[src/rtl/id_pkg.sv]
// id_pkg: opcode map, format classes and the decoded-field
// bundle shared by the decode queue and its immediate decoder.
package id_pkg;

    localparam logic [6:0] OPC_LUI       = 7'b0110111;
    localparam logic [6:0] OPC_AUIPC     = 7'b0010111;
    localparam logic [6:0] OPC_JAL       = 7'b1101111;
    localparam logic [6:0] OPC_JALR      = 7'b1100111;
    localparam logic [6:0] OPC_BRANCH    = 7'b1100011;
    localparam logic [6:0] OPC_LOAD      = 7'b0000011;
    localparam logic [6:0] OPC_STORE     = 7'b0100011;
    localparam logic [6:0] OPC_OP_IMM    = 7'b0010011;
    localparam logic [6:0] OPC_OP        = 7'b0110011;
    localparam logic [6:0] OPC_MISC_MEM  = 7'b0001111;
    localparam logic [6:0] OPC_SYSTEM    = 7'b1110011;
    localparam logic [6:0] OPC_OP_IMM_32 = 7'b0011011;
    localparam logic [6:0] OPC_OP_32     = 7'b0111011;

    typedef enum logic [2:0] {
        FMT_R = 3'd0,
        FMT_I = 3'd1,
        FMT_S = 3'd2,
        FMT_B = 3'd3,
        FMT_U = 3'd4,
        FMT_J = 3'd5
    } fmt_e;

    typedef struct packed {
        logic [6:0] opcode;
        logic [4:0] rd;
        logic [2:0] funct3;
        logic [4:0] rs1;
        logic [4:0] rs2;
        logic [6:0] funct7;
        fmt_e       fmt;
        logic       illegal;
    } id_fields_t;

    function automatic id_fields_t pack_fields(
        input logic [31:0] inst,
        input fmt_e        fmt,
        input logic        illegal
    );
        id_fields_t f;
        f.opcode  = inst[6:0];
        f.rd      = inst[11:7];
        f.funct3  = inst[14:12];
        f.rs1     = inst[19:15];
        f.rs2     = inst[24:20];
        f.funct7  = inst[31:25];
        f.fmt     = fmt;
        f.illegal = illegal;
        return f;
    endfunction

endpackage

[src/rtl/id_imm_gen.sv]
// id_imm_gen: combinational RV32I/RV64I immediate, format
// and legality decoder for one raw instruction word.
module id_imm_gen
    import id_pkg::*;
#(
    parameter int XLEN = 32
) (
    input  logic [31:0]     inst_i,
    output logic [XLEN-1:0] imm_o,
    output fmt_e            fmt_o,
    output logic            illegal_o
);

    localparam bit RV64 = (XLEN == 64);

    logic [31:0] imm32;
    logic        s;

    assign s = inst_i[31];

    // Every opcode ends in 2'b11, so an exact match also rejects
    // compressed encodings.
    always_comb begin
        imm32     = '0;
        fmt_o     = FMT_I;
        illegal_o = 1'b0;
        unique case (inst_i[6:0])
            OPC_LUI, OPC_AUIPC: begin
                imm32 = {inst_i[31:12], 12'h000};
                fmt_o = FMT_U;
            end
            OPC_JAL: begin
                imm32 = {{12{s}}, inst_i[19:12], inst_i[20],
                         inst_i[30:21], 1'b0};
                fmt_o = FMT_J;
            end
            OPC_BRANCH: begin
                imm32 = {{20{s}}, inst_i[7], inst_i[30:25],
                         inst_i[11:8], 1'b0};
                fmt_o = FMT_B;
            end
            OPC_STORE: begin
                imm32 = {{20{s}}, inst_i[31:25], inst_i[11:7]};
                fmt_o = FMT_S;
            end
            OPC_OP_IMM, OPC_JALR, OPC_LOAD,
            OPC_MISC_MEM, OPC_SYSTEM: begin
                imm32 = {{20{s}}, inst_i[31:20]};
            end
            OPC_OP: begin
                fmt_o = FMT_R;
            end
            OPC_OP_IMM_32: begin
                if (RV64) imm32 = {{20{s}}, inst_i[31:20]};
                else      illegal_o = 1'b1;
            end
            OPC_OP_32: begin
                if (RV64) fmt_o = FMT_R;
                else      illegal_o = 1'b1;
            end
            default: illegal_o = 1'b1;
        endcase
    end

    assign imm_o = XLEN'($signed(imm32));

endmodule

[src/rtl/id_decode_queue.sv]
// id_decode_queue: registered decode stage between fetch and issue,
// buffering decoded packets in a DEPTH-entry FIFO with flush.
module id_decode_queue
    import id_pkg::*;
#(
    parameter int XLEN  = 32,
    parameter int DEPTH = 2
) (
    input  logic            i_clk,
    input  logic            i_rst_n,
    input  logic            i_IFID_valid,
    output logic            o_IFID_ready,
    input  logic [XLEN-1:0] i_IFID_pc,
    input  logic [31:0]     i_IFID_inst,
    input  logic            i_IDSUE_flush,
    output logic            o_IDSUE_valid,
    input  logic            i_IDSUE_ready,
    output logic [XLEN-1:0] o_IDSUE_pc,
    output logic [6:0]      o_IDSUE_opcode,
    output logic [4:0]      o_IDSUE_rd,
    output logic [2:0]      o_IDSUE_funct3,
    output logic [4:0]      o_IDSUE_rs1,
    output logic [4:0]      o_IDSUE_rs2,
    output logic [6:0]      o_IDSUE_funct7,
    output logic [XLEN-1:0] o_IDSUE_imm,
    output logic [2:0]      o_IDSUE_fmt,
    output logic            o_IDSUE_illegal
);

    localparam int PW = (DEPTH > 1) ? $clog2(DEPTH) : 1;
    localparam int CW = PW + 1;

    typedef struct packed {
        logic [XLEN-1:0] pc;
        logic [XLEN-1:0] imm;
        id_fields_t      f;
    } pkt_t;

    pkt_t            mem_q [DEPTH];
    pkt_t            in_pkt;
    pkt_t            head;
    logic [PW-1:0]   wr_ptr_q, wr_ptr_d;
    logic [PW-1:0]   rd_ptr_q, rd_ptr_d;
    logic [CW-1:0]   cnt_q, cnt_d;
    logic            push, pop;
    logic [XLEN-1:0] dec_imm;
    fmt_e            dec_fmt;
    logic            dec_ill;

    id_imm_gen #(
        .XLEN (XLEN)
    ) u_imm_gen (
        .inst_i    (i_IFID_inst),
        .imm_o     (dec_imm),
        .fmt_o     (dec_fmt),
        .illegal_o (dec_ill)
    );

    assign in_pkt.pc  = i_IFID_pc;
    assign in_pkt.imm = dec_imm;
    assign in_pkt.f   = pack_fields(i_IFID_inst, dec_fmt, dec_ill);

    // Ready looks only at the registered count: no issue-to-fetch path.
    assign o_IFID_ready  = (cnt_q != CW'(DEPTH));
    assign o_IDSUE_valid = (cnt_q != '0);

    assign push = i_IFID_valid & o_IFID_ready & ~i_IDSUE_flush;
    assign pop  = o_IDSUE_valid & i_IDSUE_ready & ~i_IDSUE_flush;

    always_comb begin
        wr_ptr_d = wr_ptr_q;
        rd_ptr_d = rd_ptr_q;
        cnt_d    = cnt_q;
        if (i_IDSUE_flush) begin
            wr_ptr_d = '0;
            rd_ptr_d = '0;
            cnt_d    = '0;
        end else begin
            if (push) wr_ptr_d = wr_ptr_q + PW'(1);
            if (pop)  rd_ptr_d = rd_ptr_q + PW'(1);
            cnt_d = cnt_q + CW'(push) - CW'(pop);
        end
    end

    always_ff @(posedge i_clk or negedge i_rst_n) begin
        if (!i_rst_n) begin
            wr_ptr_q <= '0;
            rd_ptr_q <= '0;
            cnt_q    <= '0;
        end else begin
            wr_ptr_q <= wr_ptr_d;
            rd_ptr_q <= rd_ptr_d;
            cnt_q    <= cnt_d;
        end
    end

    // Storage needs no reset; an empty queue masks it at the outputs.
    always_ff @(posedge i_clk) begin
        if (push) mem_q[wr_ptr_q] <= in_pkt;
    end

    assign head = o_IDSUE_valid ? mem_q[rd_ptr_q] : '0;

    assign o_IDSUE_pc      = head.pc;
    assign o_IDSUE_imm     = head.imm;
    assign o_IDSUE_opcode  = head.f.opcode;
    assign o_IDSUE_rd      = head.f.rd;
    assign o_IDSUE_funct3  = head.f.funct3;
    assign o_IDSUE_rs1     = head.f.rs1;
    assign o_IDSUE_rs2     = head.f.rs2;
    assign o_IDSUE_funct7  = head.f.funct7;
    assign o_IDSUE_fmt     = head.f.fmt;
    assign o_IDSUE_illegal = head.f.illegal;

endmodule

[config.mk]
export PLATFORM = sky130hd
export DESIGN_NAME = id_decode_queue
export DESIGN_NICKNAME = d
export VERILOG_FILES = /design/src/rtl/id_pkg.sv /design/src/rtl/id_imm_gen.sv /design/src/rtl/id_decode_queue.sv
export SDC_FILE = /design/constraint.sdc
export NUM_CORES = 1
export LEC_CHECK = 0
export CAP_MARGIN = 25
export CORE_UTILIZATION = 47
export DETAILED_ROUTE_END_ITERATION = 8
export PLACE_DENSITY = 0.84
export SLEW_MARGIN = 0
export SYNTH_ARGS = -nofsm -noshare
export SYNTH_HDL_FRONTEND = slang
export SYNTH_HIERARCHICAL = 1
export SYNTH_SLANG_ARGS = --single-unit
[constraint.sdc]
create_clock -name i_clk -period 5.4 [get_ports i_clk]
set_input_delay 1.08 -clock i_clk [delete_from_list [all_inputs] [get_ports i_clk]]
set_output_delay 1.08 -clock i_clk [all_outputs]
set_load 0.05 [all_outputs]
==> run summary <==
Placer congestion estimate -> 0.7821
Share of cells above drive strength 1 -> 0.06531
Post-Place Cell Area -> 10320 sq um
# diodes -> 0
Number of synthesized flops with an enable pin -> 200
Crit path kind -> flop to output port
R2r setup slk -> 2.82 ns
Synth Register Bits -> 204
Worst R2R Start -> cnt_q[0]$_DFF_PN0_
First-pass GRT wire length -> 26990 um
Post-synthesis cell count -> 552
Post-CTS Setup Inserts -> 0
H-tree level count -> 1
Die W -> 137.0 um
Final Max Tran Viols -> 0
Vias in the first global route -> 5004
Crit-path max FO -> 50
Most frequent cell after synthesis -> edfxtp_1
Site Rows -> 49
Routed Antenna Nets -> 0
Fraction of synthesized cell area in xor and xnor cells -> 0.003066
Hold/Removal Path Class -> flop to flop
Total CTS buffers -> 21
Met1 Resource Use GR -> 0.2471
Unique masters post-synth -> 47
Cell breakdown of the critical path -> buf_4 -> mux2i_1 -> nor2_1 -> clkdlybuf4s50_1
IO Pins -> 171
Post-synthesis mux area share -> 0.1168
GR Util met3 -> 0.03037
Complex-gate fraction of the synthesized area -> 0.04234
Gr busiest metal -> met2
Final Net Count -> 791
Critical-path top delay cell -> dfrtp_4
Synth Warn # -> 6
Multi-input combinational cell area -> 2128 sq um
Post-Synth Simple-Gate Area -> 0.07928
Hold depth -> 1
Lkg Pwr -> 3.732 nW
Gr usage total -> 0.1897
Port bufs -> 170
Per-cell routed wire length -> 18.53 um
Largest net degree at the start of global routing -> 102
Worst vdd ir -> 0.3054 mV
Post-CTS sizing -> 0
Synth Flop Type -> edfxtp_1
Finished Cell Area -> 11040 sq um
Routed vias -> 5152
Met2 Track Usage GR -> 0.3244
Worst-margin pin slew -> 0.9566 ns
Leading area contributor after synthesis -> edfxtp_1
Crit Reg-Reg Endpoint -> mem_q[0][45]$_DFFE_PP_
Combinational family with the most area after synthesis -> multiplexers
GRT overflow -> 0
Critical path's largest stage delay -> 1.02 ns
Post-synth top area share -> 0.7008
Clk_lat worst skew -> 0.49 ns
Fin Hold WS -> 0.5558 ns
CTS tree -> done
Root Driver -> clkbuf_16
Largest cells by area after synthesis -> edfxtp_1 70%, mux2i_1 12%, nor2_1 4.8%, buf_12 2.1%, dfrtp_1 1.2%
Sequential cell area -> 6110 sq um
Post-route setup slack -> 1.200 ns
Outcome -> complete, no violations
Mapped cell area -> 8569 sq um
Reg clk slew, reported paths -> 0.06 ns
Vias per cell -> 5.344
Die Y -> 137.0 um
CTS Sinks -> 204
FF-to-FF path depth -> 4
Fraction of registers with async set or reset after synthesis -> 0.01961
Core box area -> 17900 sq um
Clock tree buffer depth -> 3
Max-cap viol count -> 0
Area Overhead vs Synth -> 28.78%
Fin crit period -> 4.200 ns
Post-Syn Area per Cell -> 15.52 sq um
Final HPWL DP -> 11700 um
Unrepaired setup endpoints after global routing -> false
Most frequent cells after synthesis -> 200 x edfxtp_1, 110 x nor2_1, 100 x mux2i_1
Setup WS pre-CTS -> 1.682 ns
Power Density -> 414.0 nW/um^2
Final Setup Violations -> 0
Req. time, crit path -> 4.32 ns
Fmax -> 0.2381 GHz
WL final -> 17860 um
Worst Skew -> 0.01138 ns
Hold Crit Endpoint -> wr_ptr_q$_DFFE_PN0P_
Adder-Cell Fraction of Synth Area -> 0.004234
Critical path endpoint category -> output port
DRC -> 0
Hold buffer count at CTS -> 0
Iteration count of the initial detailed-routing pass -> 5
Tcrit/Tclk final -> 0.7778
Initial core utilization -> 0.4787
Slew HR -> 0.3623
Hold Crit Start -> wr_ptr_q$_DFFE_PN0P_
Worst EP arrival -> 3.12 ns
Syn_nets -> 623
Initial antenna violation count -> 0
Die area -> 18780 sq um
Type of origin of the critical path -> flop
Number of fill cells -> 1309
Initial drt markers -> 286
Final hold vios -> 0
Sequential-to-total area share from yosys stat -> 0.7125
[stage by stage]
step	TNS, ns	utilization	total power, W	cells
finish	0	0.6164	0.004568	964
global route	0	0.6164	0.004740	964
CTS	0	0.6149	0.004596	963
detailed placement	0	0.5767	0.003171	925
global placement	0	0.5767	0.003147	925
floorplan	-129.29	-	0.002799	552
[worst max path at each step]
stage / startpoint / to / slack (ns) / depth (start not counted)
global placement: rd_ptr_q$_DFFE_PN0P_ / o_IDSUE_imm[2] / 1.78 / 4
CTS: rd_ptr_q$_DFFE_PN0P_ / o_IDSUE_rs2[1] / 1.18 / 4
detailed placement: rd_ptr_q$_DFFE_PN0P_ / o_IDSUE_rs2[1] / 1.68 / 4
floorplan: i_IDSUE_flush / mem_q[0][0]$_DFFE_PP_ / -0.65 / 2
finish: rd_ptr_q$_DFFE_PN0P_ / o_IDSUE_rs2[1] / 1.20 / 4
global route: rd_ptr_q$_DFFE_PN0P_ / o_IDSUE_pc[24] / 1.10 / 4
[where the power goes]
group,total [W],internal (W),switching (W)
clock,0.00142,0.000863,0.000559
combinational,0.00126,0.000428,0.000837
sequential,0.00188,0.00183,0.0000567
[registers in the layout, summed over array words and instances (netlist names)]
signal / cells
wr_ptr_q: 1
rd_ptr_q: 1
cnt_q: 2
mem_q: 200
[logic make-up after synthesis]
kind of cell	count (synthesis)
xor+xnor	3
simple gates	152
flops	204
fa+ha+maj	3
compound gates	48
buf+inv	42
mux	100
[area by class of cell]
cell class                      instances  share of cell area
Clock buffer                           27             0.04966
Clock inverter                         11             0.01224
Inverter                                9            0.003061
Multi-Input combinational cell        306              0.1929
Sequential cell                       204              0.5536
Tap cell                              229             0.02596
Timing Repair Buffer                  178              0.1626
[layout by cell type, fill, tap and decap left out, types with 6 or more instances in the layout]
cell | Yosys | final
clkbuf_1 | 3 | 6
clkdlybuf4s50_1 | 0 | 170
inv_1 | 8 | 8
nor2_1 | 110 | 107
and2_1 | 10 | 10
a21o_1 | 11 | 11
edfxtp_1 | 200 | 200
a21oi_1 | 11 | 11
a22o_1 | 6 | 6
clkbuf_16 | 0 | 21
buf_4 | 6 | 6
nand3_1 | 11 | 11
mux2i_1 | 100 | 100
[routing by layer]
layer	share of wire	vias to the layer above
met2	0.51	180
met1	0.41	2534
li1	-	2396
met4	0.025	0
met5	0	-
met3	0.052	42
[worst max-delay path: cells and delay by family (launching register included)]
family	cells	cell delay (ns)
buf+inv	2	1.32
flops	1	1.02
mux	1	0.14
simple gates	1	0.12
(Power assumes the default switching activity.)
